--- config.mk ---
export PLATFORM = sky130hd
export DESIGN_NAME = m_mic_dram_bridge
export DESIGN_NICKNAME = d
export VERILOG_FILES = /design/src/rtl/m_mic_dram_bridge_pkg.sv /design/src/rtl/m_mic_lane_align.sv /design/src/rtl/m_mic_dram_bridge.sv
export SDC_FILE = /design/constraint.sdc
export NUM_CORES = 1
export LEC_CHECK = 0
export ABC_AREA = 1
export CAP_MARGIN = 5
export CORE_MARGIN = 4
export CORE_UTILIZATION = 44
export DETAILED_ROUTE_END_ITERATION = 10
export PLACE_DENSITY = 0.8
export SLEW_MARGIN = 10
export SYNTH_ARGS = -nofsm -noshare
export SYNTH_HDL_FRONTEND = slang
export SYNTH_SLANG_ARGS = --single-unit
--- constraint.sdc ---
create_clock -name CLK -period 2.1 [get_ports CLK]
set_input_delay 0.42 -clock CLK [delete_from_list [all_inputs] [get_ports CLK]]
set_output_delay 0.42 -clock CLK [all_outputs]
set_load 0.05 [all_outputs]
--- src/rtl/m_mic_dram_bridge_pkg.sv ---
// m_mic_dram_bridge_pkg: access codes, access sizes and bridge FSM states shared by the bridge and its bench.
package m_mic_dram_bridge_pkg;
  localparam logic [1:0] ACCESS_CODE  = 2'd0;
  localparam logic [1:0] ACCESS_READ  = 2'd1;
  localparam logic [1:0] ACCESS_WRITE = 2'd2;
  localparam logic [1:0] ACCESS_NONE  = 2'd3;
  localparam logic [1:0] SZ_BYTE = 2'd0;
  localparam logic [1:0] SZ_HALF = 2'd1;
  localparam logic [1:0] SZ_WORD = 2'd2;
  typedef enum logic [1:0] {MB_IDLE, MB_REQ, MB_WAIT, MB_DONE} mb_state_e;
endpackage

--- src/rtl/m_mic_lane_align.sv ---
// m_mic_lane_align: store byte-lane steering and load extraction/extension from addr[1:0] and funct3.
module m_mic_lane_align
  import m_mic_dram_bridge_pkg::*;
(
  input  logic [1:0]  i_off,
  input  logic [2:0]  i_ctrl,
  input  logic [31:0] i_wdata,
  input  logic [31:0] i_rdata,
  output logic [3:0]  o_be,
  output logic [31:0] o_wdata,
  output logic [31:0] o_rdata,
  output logic        o_misalign
);
  logic [1:0]  w_sz;
  logic        w_sext;
  logic [15:0] w_sh;
  always_comb begin
    w_sz = i_ctrl[1:0];
    w_sext = ~i_ctrl[2];
    w_sh = 16'(i_rdata >> {i_off, 3'b000});
    o_be = (w_sz == SZ_BYTE) ? 4'b0001 << i_off :
           (w_sz == SZ_HALF) ? 4'b0011 << {i_off[1], 1'b0} : 4'b1111;
    o_wdata = (w_sz == SZ_BYTE) ? {4{i_wdata[7:0]}} :
              (w_sz == SZ_HALF) ? {2{i_wdata[15:0]}} : i_wdata;
    o_rdata = (w_sz == SZ_BYTE) ? {{24{w_sext & w_sh[7]}}, w_sh[7:0]} :
              (w_sz == SZ_HALF) ? {{16{w_sext & w_sh[15]}}, w_sh} : i_rdata;
    o_misalign = (w_sz == SZ_HALF) ? i_off[0] : (w_sz == SZ_BYTE) ? 1'b0 : |i_off;
  end
endmodule

--- src/rtl/m_mic_dram_bridge.sv ---
// m_mic_dram_bridge: turns controller external accesses into one outstanding valid/ready DRAM transaction,
// stalling the controller while it is in flight and returning extracted load data.
module m_mic_dram_bridge
  import m_mic_dram_bridge_pkg::*;
#(
  parameter int TIMEOUT_CYCLES = 1024
) (
  input  logic        CLK,
  input  logic        RST,
  input  logic [31:0] i_mic_addr,
  input  logic [31:0] i_mic_wdata,
  input  logic        i_mic_mmuwe,
  input  logic [2:0]  i_mic_ctrl,
  input  logic [1:0]  i_mic_req,
  output logic        o_stall,
  output logic [31:0] o_data,
  output logic        o_mem_req,
  output logic        o_mem_we,
  output logic [31:0] o_mem_addr,
  output logic [31:0] o_mem_wdata,
  output logic [3:0]  o_mem_be,
  input  logic        i_mem_ready,
  input  logic        i_mem_rvalid,
  input  logic [31:0] i_mem_rdata,
  output logic        o_err
);
  localparam int CW = (TIMEOUT_CYCLES > 2) ? $clog2(TIMEOUT_CYCLES) : 1;
  localparam logic [CW-1:0] CNT_MAX = CW'(TIMEOUT_CYCLES - 1);
  mb_state_e     r_state, w_next;
  logic [1:0]    r_off, w_off;
  logic [2:0]    r_ctrl, w_ctrl;
  logic [CW-1:0] r_cnt;
  logic          w_launch, w_busy, w_cap, w_fin, w_tout, w_mis;
  logic [3:0]    w_be;
  logic [31:0]   w_wdata, w_rdata;
  // Launch-time lanes come straight from the controller; load extraction uses the latched access.
  always_comb begin
    w_launch = i_mic_mmuwe || (i_mic_req == ACCESS_READ && |i_mic_addr[31:28]);
    w_busy = r_state == MB_REQ || r_state == MB_WAIT;
    w_off = (r_state == MB_IDLE) ? i_mic_addr[1:0] : r_off;
    w_ctrl = (r_state == MB_IDLE) ? i_mic_ctrl : r_ctrl;
    w_cap = (r_state == MB_REQ && i_mem_ready && !o_mem_we && i_mem_rvalid) ||
            (r_state == MB_WAIT && i_mem_rvalid);
    w_fin = w_cap || (r_state == MB_REQ && i_mem_ready && o_mem_we);
    w_tout = w_busy && r_cnt == CNT_MAX && !w_fin;
  end
  m_mic_lane_align u_align (
    .i_off      (w_off),
    .i_ctrl     (w_ctrl),
    .i_wdata    (i_mic_wdata),
    .i_rdata    (i_mem_rdata),
    .o_be       (w_be),
    .o_wdata    (w_wdata),
    .o_rdata    (w_rdata),
    .o_misalign (w_mis)
  );
  always_ff @(posedge CLK) begin
    if (RST) r_state <= MB_IDLE;
    else r_state <= w_next;
  end
  always_comb begin
    w_next = r_state;
    case (r_state)
      MB_IDLE: w_next = w_launch ? MB_REQ : MB_IDLE;
      MB_REQ, MB_WAIT: w_next = (w_fin || w_tout) ? MB_DONE : i_mem_ready ? MB_WAIT : r_state;
      default: w_next = MB_IDLE;
    endcase
  end
  always_comb begin
    o_stall = !RST && (w_busy || (r_state == MB_IDLE && w_launch));
    o_mem_req = r_state == MB_REQ;
  end
  always_ff @(posedge CLK) begin
    if (RST) begin
      r_off <= '0;
      r_ctrl <= '0;
      r_cnt <= '0;
      o_mem_we <= 1'b0;
      o_mem_addr <= '0;
      o_mem_wdata <= '0;
      o_mem_be <= '0;
      o_data <= '0;
      o_err <= 1'b0;
    end else begin
      if (r_state == MB_IDLE && w_launch) begin
        r_off <= i_mic_addr[1:0];
        r_ctrl <= i_mic_ctrl;
        r_cnt <= '0;
        o_mem_we <= i_mic_mmuwe;
        o_mem_addr <= {i_mic_addr[31:2], 2'b00};
        o_mem_be <= w_be;
        o_mem_wdata <= w_wdata;
        if (w_mis) o_err <= 1'b1;
      end
      if (w_busy) r_cnt <= r_cnt + 1'b1;
      if (w_cap) o_data <= w_rdata;
      if (w_tout) begin
        o_data <= '0;
        o_err <= 1'b1;
      end
    end
  end
endmodule
Word-level counts from Yosys, hierarchy flattened
Index checks and enable logic that the tools add are counted.
{ "totals": {"mem_bits_ro": 0, "mem_count": 0, "inputBits": 106, "word_cells": 71, "out_inout_bits": 104, "latch_bits": 0, "ram_bits": 0, "regBits": 117} }
{ "op_classes": {"n_mul": 0, "shift": 3, "div_mod_pow": 0, "magnitude_cmp": 0, "reduce_logical": 29, "bitwise": 3, "mux": 19, "n_eq_ne": 6, "addsub": 1} }
{ "op_table": {"columns": ["op", "count"], "rows": [
  ["32-bit 2-to-1 mux", 4],
  ["32-bit by 5-bit >> shifter with 16-bit output", 1],
  ["10-bit 2-to-1 mux", 2],
  ["10-bit by 1-bit adder with 10-bit output, second input constant", 1],
  ["10-bit equality test, second input constant", 1],
  ["1-bit logical AND", 10],
  ["4-bit 2-to-1 mux", 2],
  ["2-bit by 1-bit equality test with 1-bit output, second input constant", 3],
  ["1-bit logical OR", 6],
  ["1-bit 2-to-1 mux", 6],
  ["2-bit 2-to-1 mux", 3],
  ["2-bit nonzero test", 3],
  ["2-bit OR reduction", 3],
  ["2-bit logical NOT", 2],
  ["2-bit case mux with 2 select lines", 1],
  ["4-bit OR reduction", 1],
  ["1-bit by 2-bit << shifter with 4-bit output, first input constant", 1],
  ["2-bit by 2-bit << shifter with 4-bit output, first input constant", 1],
  ["1-bit logical NOT", 3],
  ["3-bit 2-to-1 mux", 1],
  ["3-bit inequality test, second input constant", 1],
  ["1-bit AND", 2],
  ["2-bit equality test, second input constant", 1],
  ["2-bit AND reduction", 1],
  ["1-bit NOT", 1]
]} }

Logic depth before layout (Yosys ltp)
Gate-level depths: netlist of run 1.
{ "logic_depth": {"ltp_word": 11, "ltp_mapped": 15, "depth_no_buf": 13} }

Modules after synthesis
A second synthesis of run 1 with hierarchy kept.
{ "unflattened": {"cells_unflattened": 847, "area_unflattened_um2": 5652.9} }
{ "by_module_without_submodules": {"columns": ["module", "area_per_inst_um2", "n_inst", "seq_area_each_um2", "cells_per_inst"], "rows": [
  ["m_mic_dram_bridge", 4470.5, 1, 2342.2, 581],
  ["m_mic_lane_align", 1182.4, 1, 0.0, 266]
]} }

Least setup slack after synthesis of run 1
OpenSTA, ideal clock, no wires.
{ "synth_path": {"path_type": "register to output", "startpoint": "register r_state[0]", "endpoint": "output o_stall", "setup_slack_ns": -0.083, "t_arrival_ns": 1.763, "path_buffers": 1, "stages_incl_launch_ff": 8, "required_time_ns": 1.680, "cell_sequence": "dfxtp_1 > inv_1 > ha_1 > buf_6 > nand2_1 > nand2_1 > clkinv_1 > nor2_1"} }
{ "synth_via": {"elab_chain_cells": 4, "elab_cells_between_ends": 7, "cone_classes": "eq/ne: 2; reduce/logical: 5"} }
{ "synth_rtl": {"columns": ["item", "line", "rtl"], "rows": [
  ["start: declaration", "m_mic_dram_bridge.sv:29", "mb_state_e r_state, w_next;"],
  ["start signal: assignment", "m_mic_dram_bridge.sv:59", "else r_state <= w_next;"],
  ["2-bit by 1-bit equality test with 1-bit output (tied with other cells)", "m_mic_dram_bridge.sv:39", "w_busy = r_state == MB_REQ || r_state == MB_WAIT;"],
  ["1-bit logical OR / 1-bit logical AND (equally long branches)", "m_mic_dram_bridge.sv:39, m_mic_dram_bridge.sv:70", null],
  ["1-bit logical OR (*)", "m_mic_dram_bridge.sv:70", "o_stall = !RST && (w_busy || (r_state == MB_IDLE && w_launch));"],
  ["1-bit logical AND (*)", "m_mic_dram_bridge.sv:70", null],
  ["end: declaration", "m_mic_dram_bridge.sv:15", "output logic o_stall,"]
]} }
Mark *: on every way between the ends. The rest lies on a longest branch, timed or not.

Worst setup path after layout of run 1
{ "layout_path": {"startpoint": "register o_err", "endpoint": "output o_err"} }
{ "layout_rtl": {"columns": ["item", "line", "rtl"], "rows": [
  ["start: declaration", "m_mic_dram_bridge.sv:25", "output logic o_err"],
  ["start signal: assignment", "m_mic_dram_bridge.sv:83", "o_err <= 1'b0;"],
  ["start signal: assignment", "m_mic_dram_bridge.sv:93", "if (w_mis) o_err <= 1'b1;"],
  ["start signal: assignment", "m_mic_dram_bridge.sv:99", "o_err <= 1'b1;"]
]} }
No word-level cell between the ends.

==> reports/results.txt, run 1 <==
Post-synthesis sequential area ratio: 42.5%
Share of synthesized registers carrying an async set or reset: 0%
Layout cell share with drive strength beyond 1: 9.76%
First-pass DRT Iterations: 5
# port buffers: 207
Slowest CP cell: sky130_fd_sc_hd__clkdlybuf4s50_1
Skew final: 13.5 ps
Stages on worst setup path: 1
FP Rows: 40
PnR Total Power: 12.7 mW
Post-synthesis cell count: 822
Drt initial violations: 590
Insertion delay to the later sink of the worst-skew pair: 430 ps
Critical Path Sink Type: output port
Via Count: 6169
Transition at the pin with the smallest max-transition slack: 581 ps
Total routing resource utilization after global routing: 25.9%
Number of buffers inserted during clock tree synthesis: 17
Most instantiated library cell after synthesis: sky130_fd_sc_hd__nand2_1
Power Dens Cells: 1480 nW/um^2
Flops & latches, synth: 117
Maximum vdd ir drop: 733 uV
Synth Area per Inst: 6.70 sq um
Cell area after technology mapping: 5510 sq um
Largest net degree at the start of global routing: 64
Worst reg2reg path endpoint: o_data[30]
RSZ-0062 raised after global routing: true
Cell types with the highest counts after synthesis: sky130_fd_sc_hd__nand2_1, sky130_fd_sc_hd__nor2_1, sky130_fd_sc_hd__dfxtp_1
Die area: 14400 sq um
Termination of the worst setup path: o_err
Placed standard-cell area: 7850 sq um
Crit path from: o_err
Number of max-cap violations: 0
H-tree depth: 4
Total count of hold-check failures in the final report: 0
CTS root buf: sky130_fd_sc_hd__clkbuf_16
Final Critical Period: 2030 ps
Number of sinks on the clock net: 117
Worst hold path depth: 3
Critical path buffers and inverters: 1
Post-Route WL: 18.6 mm
Origin of the worst min-delay path: i_mic_addr[31]
CP max FO: 2
Run status: finished clean
Signal arrival time at the worst endpoint: 1610 ps
Cell Count Post-Placement: 1180
DIE WIDTH: 120 microns
Fmax: 0.494 GHz
Remaining antenna violation count: 0
Post-DR vias/cell: 5.09
Vias in the first global route: 5785
Number of enable-type register cells in the synthesized netlist: 0
Final cell area excluding filler cells: 8580 sq um
Pins over their slew limit: 0
Pre-CTS WS: -59.8 ps
GRT Residual Overflow: 0
Delay contributed by the slowest stage of the critical path: 860 ps
Series of cell instances along the critical path: clkdlybuf4s50_1
Least setup slack across all paths after layout: 74.0 ps
Synth Warn #: 0
CP startpoint kind: flip-flop
Top cell family by delay on the critical path: buffers and inverters
Path type of the worst min-delay path: in2reg
Initial Util: 45.5%
RD Place Congestion: 0.868
Type of the worst setup path: reg2out
TritonCTS clock tree: built
Worst reg2reg path startpoint: r_state[1]
Final nets: 1146
Die height: 120 microns
Drc violations: 0
Global-route wire length before repair: 29.5 mm
Largest cells by area after synthesis: sky130_fd_sc_hd__dfxtp_1, sky130_fd_sc_hd__nand2_1, sky130_fd_sc_hd__nor2_1
Worst rel slew slack: 61.1%
CTS clk-pin slew, worst paths: 60 ps
Placeable core area: 12100 sq um
Post-CTS Hold Fix Bufs: 0
ANT cells: 0
Worst reg2reg path depth: 11
Cell type with the largest total area after synthesis: sky130_fd_sc_hd__dfxtp_1
Post-route non-filler standard cell count: 1213
Synth-to-layout area growth: 55.8%
Number of primary I/O pins: 210
Count of endpoints failing setup in the final report: 0
Most used flip-flop cell after synthesis: sky130_fd_sc_hd__dfxtp_1
Number of antenna violations at the first check in global routing: 0
Leak Pwr: 3.66 nW
Half-perimeter wire length of the detailed placement result: 13.2 mm
Worst hold slack: 367 ps
Required arrival time at the worst endpoint: 1680 ps
Portion of synthesized cell area occupied by the leading cell type: 42.5%
Number of inserted filler cells in the final layout: 1023
Post-detailed-route wirelength per cell: 15.3 microns
R2r setup slk: 150 ps
Max Root-Sink Buffers: 2
Distinct cell type count of the synthesized netlist: 32
Tcrit/Tclk final: 96.5%
[sequential cells by signal (all words and copies together) (netlist names)]
register and count:
o_mem_we 1, o_err 1, r_ctrl 3, r_off 2, o_mem_wdata 32, r_cnt 10, o_data 32, o_mem_addr 30
r_state 2, o_mem_be 4
[placed cells by master, fill, tap and decap left out, types with 3 or more instances in the layout]
cell	count
sky130_fd_sc_hd__inv_2	7
sky130_fd_sc_hd__nor2_4	3
sky130_fd_sc_hd__buf_12	6
sky130_fd_sc_hd__o21ai_0	102
sky130_fd_sc_hd__ha_1	4
sky130_fd_sc_hd__nor2_1	159
sky130_fd_sc_hd__clkdlybuf4s50_1	200
sky130_fd_sc_hd__dfxtp_1	116
sky130_fd_sc_hd__nand3_1	42
sky130_fd_sc_hd__nor3_1	3
sky130_fd_sc_hd__bufinv_16	4
sky130_fd_sc_hd__buf_4	30
sky130_fd_sc_hd__clkbuf_8	5
sky130_fd_sc_hd__a21oi_1	38
sky130_fd_sc_hd__nand4_1	5
sky130_fd_sc_hd__nand2_1	210
sky130_fd_sc_hd__clkbuf_16	17
sky130_fd_sc_hd__a31oi_1	20
sky130_fd_sc_hd__nor2_2	5
sky130_fd_sc_hd__inv_1	34
sky130_fd_sc_hd__nand2_2	8
[how the worst min path moves through the flow]
stage                endpoint  slack (ps)
2_1_floorplan       r_ctrl[1]         430
3_3_place_gp        r_ctrl[1]         440
3_5_place_dp        r_ctrl[1]         440
4_1_cts             r_ctrl[1]         460
5_1_grt        o_mem_addr[31]         380
6_report       o_mem_addr[31]         370
[cells by family after synthesis]
family / Yosys count / share of synthesized area (%)
buffers and inverters: 90 / 7.16
adder cells (fa/ha/maj): 5 / 1.14
other: 1 / 0.0681
AND/OR/NAND/NOR: 442 / 32.9
flip-flops: 117 / 42.5
AO/OA/AOI/OAI: 167 / 16.2
[routing by layer]
| layer | vias to the layer above | GRT usage, % | share of wire [%] |
|---|---|---|---|
| met3 | 40 | 6.55 | 6.8 |
| met1 | 2764 | 32.0 | 41 |
| met4 | 0 | 12.0 | 3.4 |
| met5 | - | 0 | 0 |
| met2 | 271 | 42.5 | 49 |
| li1 | 3094 | - | - |
[through the flow]
| step | TNS (ps) | util (%) |
|---|---|---|
| floorplan | 0 | - |
| CTS | 0 | 70.4 |
| detailed placement | -90.5 | 64.8 |
| finish | 0 | 70.8 |
| global placement | -69.7 | 64.8 |
| global route | -6.54 | 70.8 |
[repair_timing]
item | CTS | global route
setup buffers | 2 | 1
setup endpoints to repair | 2 | 14
pin swaps | 2 | 2
cloned | 0 | 1
hold endpoints to repair | 0 | 0
resized for setup | 6 | 10
[power by group]
| group | total, mW | switching (mW) | internal [mW] | leakage (nW) |
|---|---|---|---|---|
| Clock | 3.15 | 1.02 | 2.12 | 0.310 |
| Sequential | 3.06 | 0.276 | 2.78 | 0.964 |
| Combinational | 6.52 | 4.35 | 2.17 | 2.39 |
[final cells by class]
cell class	instances	area [sq um]	area share, %
clock buffers	22	494	5.76
repair buffers	239	2380	27.8
inverters	43	169	1.97
flip-flops and latches	117	2340	27.3
multi-input cells	617	2830	33.0
well taps	168	210	2.45
clock inverters	7	145	1.69
No activity file was read; power rests on OpenSTA's default activity.
==> run 2, diff against run 1 <==
Settings changed: HOLD_SLACK_MARGIN from default to 0.06, RECOVER_POWER from default to 100.
==> run 2 against run 1 <==
Combinational power about the same. Maximum frequency hardly changed. Wire length increased by 0.34%. Design area is 0.16% lower. Global-route usage did not move. Sequential power barely moved. Clock skew rose by 0.71 ps. Critical endpoint is now o_mem_wdata[9]. Highest routed layer unchanged.
==> reports/results.txt, run 2 (same netlist as run 1, synthesis figures left out) <==
Run status: finished clean
Final Critical Period: 2030 ps
Transition at the pin with the smallest max-transition slack: 720 ps
# port buffers: 207
Die area: 14400 sq um
Via Count: 6158
TritonCTS clock tree: built
Path type of the worst min-delay path: in2reg
Series of cell instances along the critical path: clkdlybuf4s50_1
R2r setup slk: 150 ps
Number of max-cap violations: 0
Number of antenna violations at the first check in global routing: 0
Placeable core area: 12100 sq um
Critical path buffers and inverters: 1
Pins over their slew limit: 0
Max Root-Sink Buffers: 2
DIE WIDTH: 120 microns
Number of buffers inserted during clock tree synthesis: 17
Fmax: 0.494 GHz
Signal arrival time at the worst endpoint: 1610 ps
Post-DR vias/cell: 5.08
Worst rel slew slack: 52.2%
CTS clk-pin slew, worst paths: 50 ps
Drt initial violations: 611
GRT Residual Overflow: 0
Power Dens Cells: 1480 nW/um^2
Remaining antenna violation count: 0
Total routing resource utilization after global routing: 25.9%
Final nets: 1146
Vias in the first global route: 5785
First-pass DRT Iterations: 5
Total count of hold-check failures in the final report: 0
Share of the core filled with cells: 70.7%
Final cell area excluding filler cells: 8560 sq um
Most common cell after layout, fill and taps aside: sky130_fd_sc_hd__nand2_1
Layout cell share with drive strength beyond 1: 9.47%
RSZ-0062 raised after global routing: true
Skew final: 14.2 ps
Synth-to-layout area growth: 55.5%
CP max FO: 2
Delay contributed by the slowest stage of the critical path: 850 ps
Slowest CP cell: sky130_fd_sc_hd__clkdlybuf4s50_1
Maximum vdd ir drop: 734 uV
Leak Pwr: 3.65 nW
Post-Route WL: 18.7 mm
Die height: 120 microns
Worst reg2reg path endpoint: o_data[30]
ANT cells: 0
Number of sinks on the clock net: 117
Largest net degree at the start of global routing: 64
Worst reg2reg path depth: 11
H-tree depth: 4
FP Rows: 40
Hold path endpoint: o_mem_addr[31]
Critical Path Sink Type: output port
Worst hold path depth: 3
Insertion delay to the later sink of the worst-skew pair: 430 ps
Top cell family by delay on the critical path: buffers and inverters
Post-detailed-route wirelength per cell: 15.4 microns
CP startpoint kind: flip-flop
RD Place Congestion: 0.868
Number of primary I/O pins: 210
Crit path from: o_mem_wdata[9]
Count of endpoints failing setup in the final report: 0
Origin of the worst min-delay path: i_mic_addr[31]
Initial Util: 45.5%
Half-perimeter wire length of the detailed placement result: 13.2 mm
Largest registers ranked by flip-flop count: o_data: 32 flops, o_mem_wdata: 32 flops, o_mem_addr: 30 flops
Top library cells by usage in the layout, fill and taps aside: sky130_fd_sc_hd__nand2_1, sky130_fd_sc_hd__clkdlybuf4s50_1, sky130_fd_sc_hd__nor2_1
Tcrit/Tclk final: 96.5%
CTS root buf: sky130_fd_sc_hd__clkbuf_16
Drc violations: 0
Placed standard-cell area: 7850 sq um
Type of the worst setup path: reg2out
Number of inserted filler cells in the final layout: 1028
Global-route wire length before repair: 29.5 mm
Required arrival time at the worst endpoint: 1680 ps
Worst reg2reg path startpoint: r_state[1]
[run 2: worst max-delay path by stage]
stage                     slack (ps)             end  depth (start not counted)
after global routing              -7         o_stall                          7
after floorplan                  130         o_stall                          7
after global placement           -60         o_stall                         10
after detailed placement         -60         o_stall                         10
after CTS                          7         o_stall                         10
final                             70  o_mem_wdata[9]                          1
[run 2: metal layers]
layer | track usage [%] | routed length, microns | vias to the layer above
met2 | 42.5 | 9010 | 270
met3 | 6.55 | 1240 | 39
met1 | 32.0 | 7780 | 2756
met4 | 12.0 | 618 | 0
met5 | 0 | 0 | -
li1 | - | - | 3093
[run 2: what timing repair did]
| item | in CTS | in global routing |
|---|---|---|
| gates resized for setup | 6 | 10 |
| cloned | 0 | 1 |
| pin swaps | 2 | 2 |
| setup endpoints to repair | 2 | 14 |
| setup buffers | 2 | 1 |
| hold buffers | 0 | 0 |
[run 2: final cells by class]
| class | count | area, sq um | share of cell area [%] |
|---|---|---|---|
| clock buffer | 22 | 494 | 5.77 |
| clock inverter | 7 | 145 | 1.69 |
| tap | 168 | 210 | 2.45 |
| sequential | 117 | 2340 | 27.4 |
| inverter | 43 | 169 | 1.97 |
| timing repair buffer | 239 | 2370 | 27.7 |
| multi-input combinational | 617 | 2830 | 33.1 |
[run 2: power by group]
| part | leakage, nW | internal, mW | switching, mW |
|---|---|---|---|
| Sequential | 0.964 | 2.78 | 0.276 |
| Clock | 0.310 | 2.12 | 1.02 |
| Combinational | 2.38 | 2.16 | 4.35 |
| Total | 3.65 | 7.06 | 5.65 |
[run 2: through the flow]
step	TNS (ps)	setup WS, ps	hold WS [ps]	std cells	power, mW
2_1_floorplan	0	134	429	823	7.26
3_5_place_dp	-90.5	-59.8	441	1180	9.42
4_1_cts	0	6.73	458	1211	12.7
6_report	0	73.8	371	1213	12.7
3_3_place_gp	-69.7	-61.8	437	1180	9.35
5_1_grt	-6.54	-6.54	380	1213	13.4
